### config.mk
export PLATFORM = sky130hd
export DESIGN_NAME = param_counting_sort
export DESIGN_NICKNAME = d
export VERILOG_FILES = /design/src/rtl/param_counting_sort.sv
export SDC_FILE = /design/constraint.sdc
export NUM_CORES = 1
export LEC_CHECK = 0
export BUFFER_PORTS_ARGS = -buffer_cell sky130_fd_sc_hd__buf_2
export CAP_MARGIN = 10
export CORE_MARGIN = 2
export CORE_UTILIZATION = 45
export CTS_CLUSTER_SIZE = 28
export DETAILED_ROUTE_END_ITERATION = 8
export PLACE_DENSITY = 0.72
export SYNTH_ARGS = -nofsm -noshare
export SYNTH_HDL_FRONTEND = slang
export SYNTH_SLANG_ARGS = --single-unit
### constraint.sdc
create_clock -name clk_i -period 4.7 [get_ports clk_i]
set_input_delay 0.235 -clock clk_i [delete_from_list [all_inputs] [get_ports clk_i]]
set_output_delay 0.235 -clock clk_i [all_outputs]
set_load 0.02 [all_outputs]
### src/rtl/param_counting_sort.sv
// param_counting_sort: NUM x WIDTH-bit counting sorter with input capture,
// busy/valid status and the level start/clear handshake of the fixed sorter.
// Ports: clk_i, rst_i (sync, active high), start_clear_i, nums_i,
//        desc_i (only with PCS_DESCEND_EN), busy_o, valid_o, sorted_nums_o.
// Slot k of nums_i / sorted_nums_o is [k*WIDTH +: WIDTH].
// Optional feature macro: PCS_DESCEND_EN adds run-time descending order.
module param_counting_sort #(
    parameter int NUM   = 8,
    parameter int WIDTH = 4
) (
    input  logic                 clk_i,
    input  logic                 rst_i,
    input  logic                 start_clear_i,
    input  logic [NUM*WIDTH-1:0] nums_i,
`ifdef PCS_DESCEND_EN
    input  logic                 desc_i,
`endif
    output logic                 busy_o,
    output logic                 valid_o,
    output logic [NUM*WIDTH-1:0] sorted_nums_o
);

    localparam int B  = 1 << WIDTH;
    localparam int CW = $clog2(NUM + 1);
    localparam int IW = $clog2(NUM);
    localparam int NW = NUM * WIDTH;
    localparam logic [IW-1:0] LAST = IW'(NUM - 1);

    typedef enum logic [1:0] {
        IDLE,
        COUNT,
        SORT,
        DONE
    } state_e;

    state_e            state_q;
    logic [NW-1:0]     cap_q;
    logic [NW-1:0]     sorted_q;
    logic [CW-1:0]     cnt_q [B];
    logic [IW-1:0]     idx_q;
    logic [WIDTH-1:0]  ptr_q;
    logic              busy_q;
    logic              valid_q;

    logic [WIDTH-1:0]  elem_d;
    logic [WIDTH-1:0]  ptr_init_d;
    logic [WIDTH-1:0]  ptr_step_d;
    logic              clear_d;

`ifdef PCS_DESCEND_EN
    logic              desc_q;

    assign ptr_init_d = desc_q ? WIDTH'(B - 1) : '0;
    assign ptr_step_d = desc_q ? ptr_q - WIDTH'(1)
                               : ptr_q + WIDTH'(1);
`else
    assign ptr_init_d = '0;
    assign ptr_step_d = ptr_q + WIDTH'(1);
`endif

    // During COUNT the slot index walks the captured word.
    assign elem_d  = cap_q[idx_q*WIDTH +: WIDTH];
    // Dropping start in DONE clears everything exactly like reset.
    assign clear_d = rst_i || (state_q == DONE && !start_clear_i);

    always_ff @(posedge clk_i) begin
        if (clear_d) begin
            state_q  <= IDLE;
            cap_q    <= '0;
            sorted_q <= '0;
            idx_q    <= '0;
            ptr_q    <= '0;
            busy_q   <= 1'b0;
            valid_q  <= 1'b0;
            for (int b = 0; b < B; b++) begin
                cnt_q[b] <= '0;
            end
`ifdef PCS_DESCEND_EN
            desc_q   <= 1'b0;
`endif
        end else begin
            unique case (state_q)
                IDLE: begin
                    if (start_clear_i) begin
                        cap_q   <= nums_i;
`ifdef PCS_DESCEND_EN
                        desc_q  <= desc_i;
`endif
                        busy_q  <= 1'b1;
                        state_q <= COUNT;
                    end
                end
                COUNT: begin
                    cnt_q[elem_d] <= cnt_q[elem_d] + CW'(1);
                    if (idx_q == LAST) begin
                        idx_q   <= '0;
                        ptr_q   <= ptr_init_d;
                        state_q <= SORT;
                    end else begin
                        idx_q <= idx_q + IW'(1);
                    end
                end
                SORT: begin
                    if (cnt_q[ptr_q] != '0) begin
                        sorted_q[idx_q*WIDTH +: WIDTH] <= ptr_q;
                        cnt_q[ptr_q] <= cnt_q[ptr_q] - CW'(1);
                        // Finish on the last write; never scan the
                        // remaining empty buckets.
                        if (idx_q == LAST) begin
                            busy_q  <= 1'b0;
                            valid_q <= 1'b1;
                            state_q <= DONE;
                        end else begin
                            idx_q <= idx_q + IW'(1);
                        end
                    end else begin
                        ptr_q <= ptr_step_d;
                    end
                end
                DONE: begin
                    state_q <= DONE;
                end
                default: begin
                    state_q <= IDLE;
                end
            endcase
        end
    end

    assign busy_o        = busy_q;
    assign valid_o       = valid_q;
    assign sorted_nums_o = sorted_q;

endmodule

==> impl_metrics.env <==
export IMPL_outcome="complete, no violations"
export IMPL_seq_area_frac_synth_pct=49.36
export IMPL_crit_required_ns=4.87
export IMPL_worstPathMaxFanout=16
export IMPL_grt_setup_unrepaired="false"
export IMPL_die_h_um=129.6
export IMPL_skew_ns=0.01064
export IMPL_synth_top_family_by_area="multiplexers"
export IMPL_antenna_found_initial=0
export IMPL_cp_slowest_stage_delay_ns=0.60
export IMPL_cts_tree="yes"
export IMPL_critPathLaunchType="flip-flop"
export IMPL_critPathBufInv=3
export IMPL_synth_compound_area_share_pct=6.011
export IMPL_drc=0
export IMPL_setup_violations=0
export IMPL_syn_to_final_growth_pct=15.60
export IMPL_cts_sinks=143
export IMPL_dieArea_sq_um=16790
export IMPL_root_buffer="clkbuf_16"
export IMPL_crit_end="cnt_q[0][3]$_SDFFCE_PN0P_"
export IMPL_place_ws_ns=0.6883
export IMPL_port_buffers=68
export IMPL_fp_coreArea_sq_um=15310
export IMPL_ant_nets=0
export IMPL_die_w_um=129.6
export IMPL_reg2reg_slack_ns=0.60
export IMPL_max_freq_ghz=0.2440
export IMPL_crit_cells=13
export IMPL_n_antenna_cell=0
export IMPL_grt_use_total_pct=20.93
export IMPL_io_pins=69
export IMPL_fillCellCount=1366
export IMPL_crit_arrival_ns=4.27
export IMPL_cp_end_kind="flip-flop"
export IMPL_ys_types=50
export IMPL_syn_avg_cell_area_sq_um=10.48
export IMPL_vias=5325
export IMPL_clkTransAtPathRegs_ns=0.06
export IMPL_fin_crit_ns=4.098
export IMPL_place_congestion=0.9338
export IMPL_clk_latency_ns=0.42
export IMPL_synthXorXnorAreaFrac_pct=0.4936
export IMPL_finalMaxSlewViolations=0
export IMPL_dp_final_hpwl_um=12010
export IMPL_viasPerCell=5.524
export IMPL_layout_drive_gt1_share_pct=22.31
export IMPL_routedWlPerCell_um=17.38
export IMPL_synth_edf_count=64
export IMPL_postRouteWirelength_um=16760
export IMPL_worstMarginPinSlew_ns=0.9411
export IMPL_ys_ff_latch=143
export IMPL_firstDrtPassIters=5
export IMPL_cts_buffer_depth=2
export IMPL_synthSimpleGateAreaFrac_pct=18.74
export IMPL_post_route_period_util_pct=87.19
export IMPL_syn_inst=677
export IMPL_post_cts_buffers=0
export IMPL_initial_utilization_pct=46.35
export IMPL_synth_main_ff_cell="dfxtp_1"
export IMPL_grt_max_degree=71
export IMPL_grt_pass1_wl_um=27150
export IMPL_reg2reg_to="cnt_q[0][3]$_SDFFCE_PN0P_"
export IMPL_p_leak_nw=3.537
export IMPL_criticalPathCategory="reg2reg"
export IMPL_async_flop_share_pct=0
export IMPL_syn_cell_area_sq_um=7098
export IMPL_cts_buffers=17
export IMPL_critPathTopFamily="simple AND/OR/NAND/NOR gates"
export IMPL_cts_resized=0
export IMPL_setup_tns_final_ns=0
export IMPL_hold_buffers=0
export IMPL_grt_overflow_total=0
export IMPL_yosysWarnings=0
export IMPL_path_cells="buf_4 > mux4_2 > mux4_2 > inv_1 > ha_1 > or3b_4 > nand3_4 > nor2_4 > a211oi_1 > and4_1 > or3_1 > buf_4 > nor2_1"
export IMPL_ir_drop_mv=0.2215
export IMPL_num_rows=45
export IMPL_cap_viol_max_count=0
export IMPL_rr_worst_depth=13
export IMPL_critical_path_slowest_cell="mux4_2"
export IMPL_fin_ws_ns=0.6023
export IMPL_drtIter0Drc=482
export IMPL_muxShareOfSynthArea_pct=20.01
export IMPL_grt_pass1_vias=5311
export IMPL_synth_fa_ha_area_share_pct=1.939
export IMPL_finalHoldViolCount=0
export IMPL_power_density_nw_per_um2=381.2
export IMPL_layout_nets=786
export IMPL_synth_nets=723
export IMPL_cts_htree_levels=4
export IMPL_hp_class="in2reg"
export IMPL_relSlewSlack_pct=37.25
synthesized netlist by cell type, drive strengths merged (2+ instances only):
cell type,count,area (sq um)
a211oi,3,22.52
inv,10,37.53
ha,11,137.6
and3,2,12.51
dfxtp,79,1582
xnor2,2,17.52
o32ai,2,17.52
a32oi,6,52.55
o31ai,3,32.53
and2,12,75.07
nor3,7,35.03
xor2,2,17.52
mux4,29,653.1
nand3,4,32.53
edfxtp,64,1922
a21oi,44,224.0
mux2i,75,767.0
nand2,139,531.8
or2,2,12.51
o21ai,8,40.03
nor4,4,25.02
or3,3,18.77
o22ai,2,12.51
clkbuf,25,93.84
nor2,114,510.5
nor3b,3,22.52
buf,13,113.9
where the power goes:
part	leakage, nW	switching (mW)	internal, mW
clock network	0.286	0.540	0.791
registers	1.30	0.0306	1.34
logic	1.95	0.271	0.153
metrics by stage:
stage | instances | hold WS, ns | power [mW] | utilization [%] | instance area, sq um
finish | 964 | 0.04399 | 3.128 | 53.58 | 8205
global route | 964 | 0.03846 | 3.242 | 53.58 | 8205
CTS | 963 | 0.03041 | 3.137 | 53.48 | 8190
detailed placement | 931 | 0.4478 | 1.813 | 49.68 | 7609
global placement | 931 | 0.4410 | 1.802 | 49.68 | 7609
floorplan | 677 | 0.3041 | 1.692 | - | 7098
per-layer routing:
metal  vias up  GRT usage, %  part of all wire, %  wire length (um)
met5         -             0                    0                 0
met4         0         6.831                  1.8               302
met3        30         5.161                  6.5              1097
met2       186         34.37                   50              8372
met1      2596         27.35                   42              6984
li1       2513             -                    -                 -
placed cells by master, fill, tap and decap left out, types with 4 or more instances in the layout:
| master | netlist | routed |
|---|---|---|
| nand2_1 | 137 | 137 |
| nor2_1 | 103 | 102 |
| dfxtp_1 | 79 | 79 |
| mux2i_1 | 73 | 73 |
| buf_2 | 3 | 68 |
| edfxtp_1 | 64 | 64 |
| a21oi_1 | 43 | 43 |
| mux4_2 | 29 | 29 |
| clkbuf_16 | 0 | 17 |
| buf_4 | 2 | 13 |
| and2_1 | 12 | 12 |
| nor2_4 | 11 | 11 |
| ha_1 | 11 | 11 |
| inv_1 | 9 | 9 |
| nor3_1 | 7 | 7 |
| a32oi_1 | 6 | 6 |
| o21ai_0 | 5 | 5 |
| inv_6 | 0 | 5 |
| nor4_1 | 4 | 4 |
sequential cells by signal, summed over array words and instances (netlist names), named ones only:
name	cells
cnt_q	64
cap_q	32
sorted_nums_o	32
ptr_q	4
idx_q	3
state_q	2
busy_o	1
valid_o	1
cell families after synthesis:
family | Yosys count
flip-flops | 143
AO/OA/AOI/OAI | 71
multiplexers | 104
AND/OR/NAND/NOR | 296
XOR/XNOR | 4
buffers and inverters | 48
adder cells (fa/ha/maj) | 11
final cells by class:
class / count / area [sq um] / share of cell area (%)
clock buffer: 18 / 429.2 / 5.230
timing repair buffer: 82 / 452.9 / 5.520
clock inverter: 14 / 152.6 / 1.860
multi-input combinational: 486 / 3366 / 41.02
sequential: 143 / 3503 / 42.70
inverter: 10 / 37.54 / 0.4575
tap: 211 / 264.0 / 3.217
worst min-delay path, cell delays in order:
cell     delay (ns)
buf_2          0.09
nand2_1        0.04
a21oi_1        0.05
how the worst min path moves through the flow:
stage / from / to / slack, ns / cells after the start
6_report: nums_i[17] / cap_q[17]$_SDFFE_PP0P_ / 0.04 / 3
5_1_grt: nums_i[17] / cap_q[17]$_SDFFE_PP0P_ / 0.04 / 3
4_1_cts: rst_i / state_q[1]$_SDFFE_PP0P_ / 0.03 / 2
3_5_place_dp: cap_q[12]$_SDFFE_PP0P_ / cap_q[12]$_SDFFE_PP0P_ / 0.45 / 2
3_3_place_gp: cap_q[23]$_SDFFE_PP0P_ / cap_q[23]$_SDFFE_PP0P_ / 0.44 / 2
2_1_floorplan: rst_i / state_q[1]$_SDFFE_PP0P_ / 0.30 / 1
Note: power is estimated with default switching activity, not from simulation.
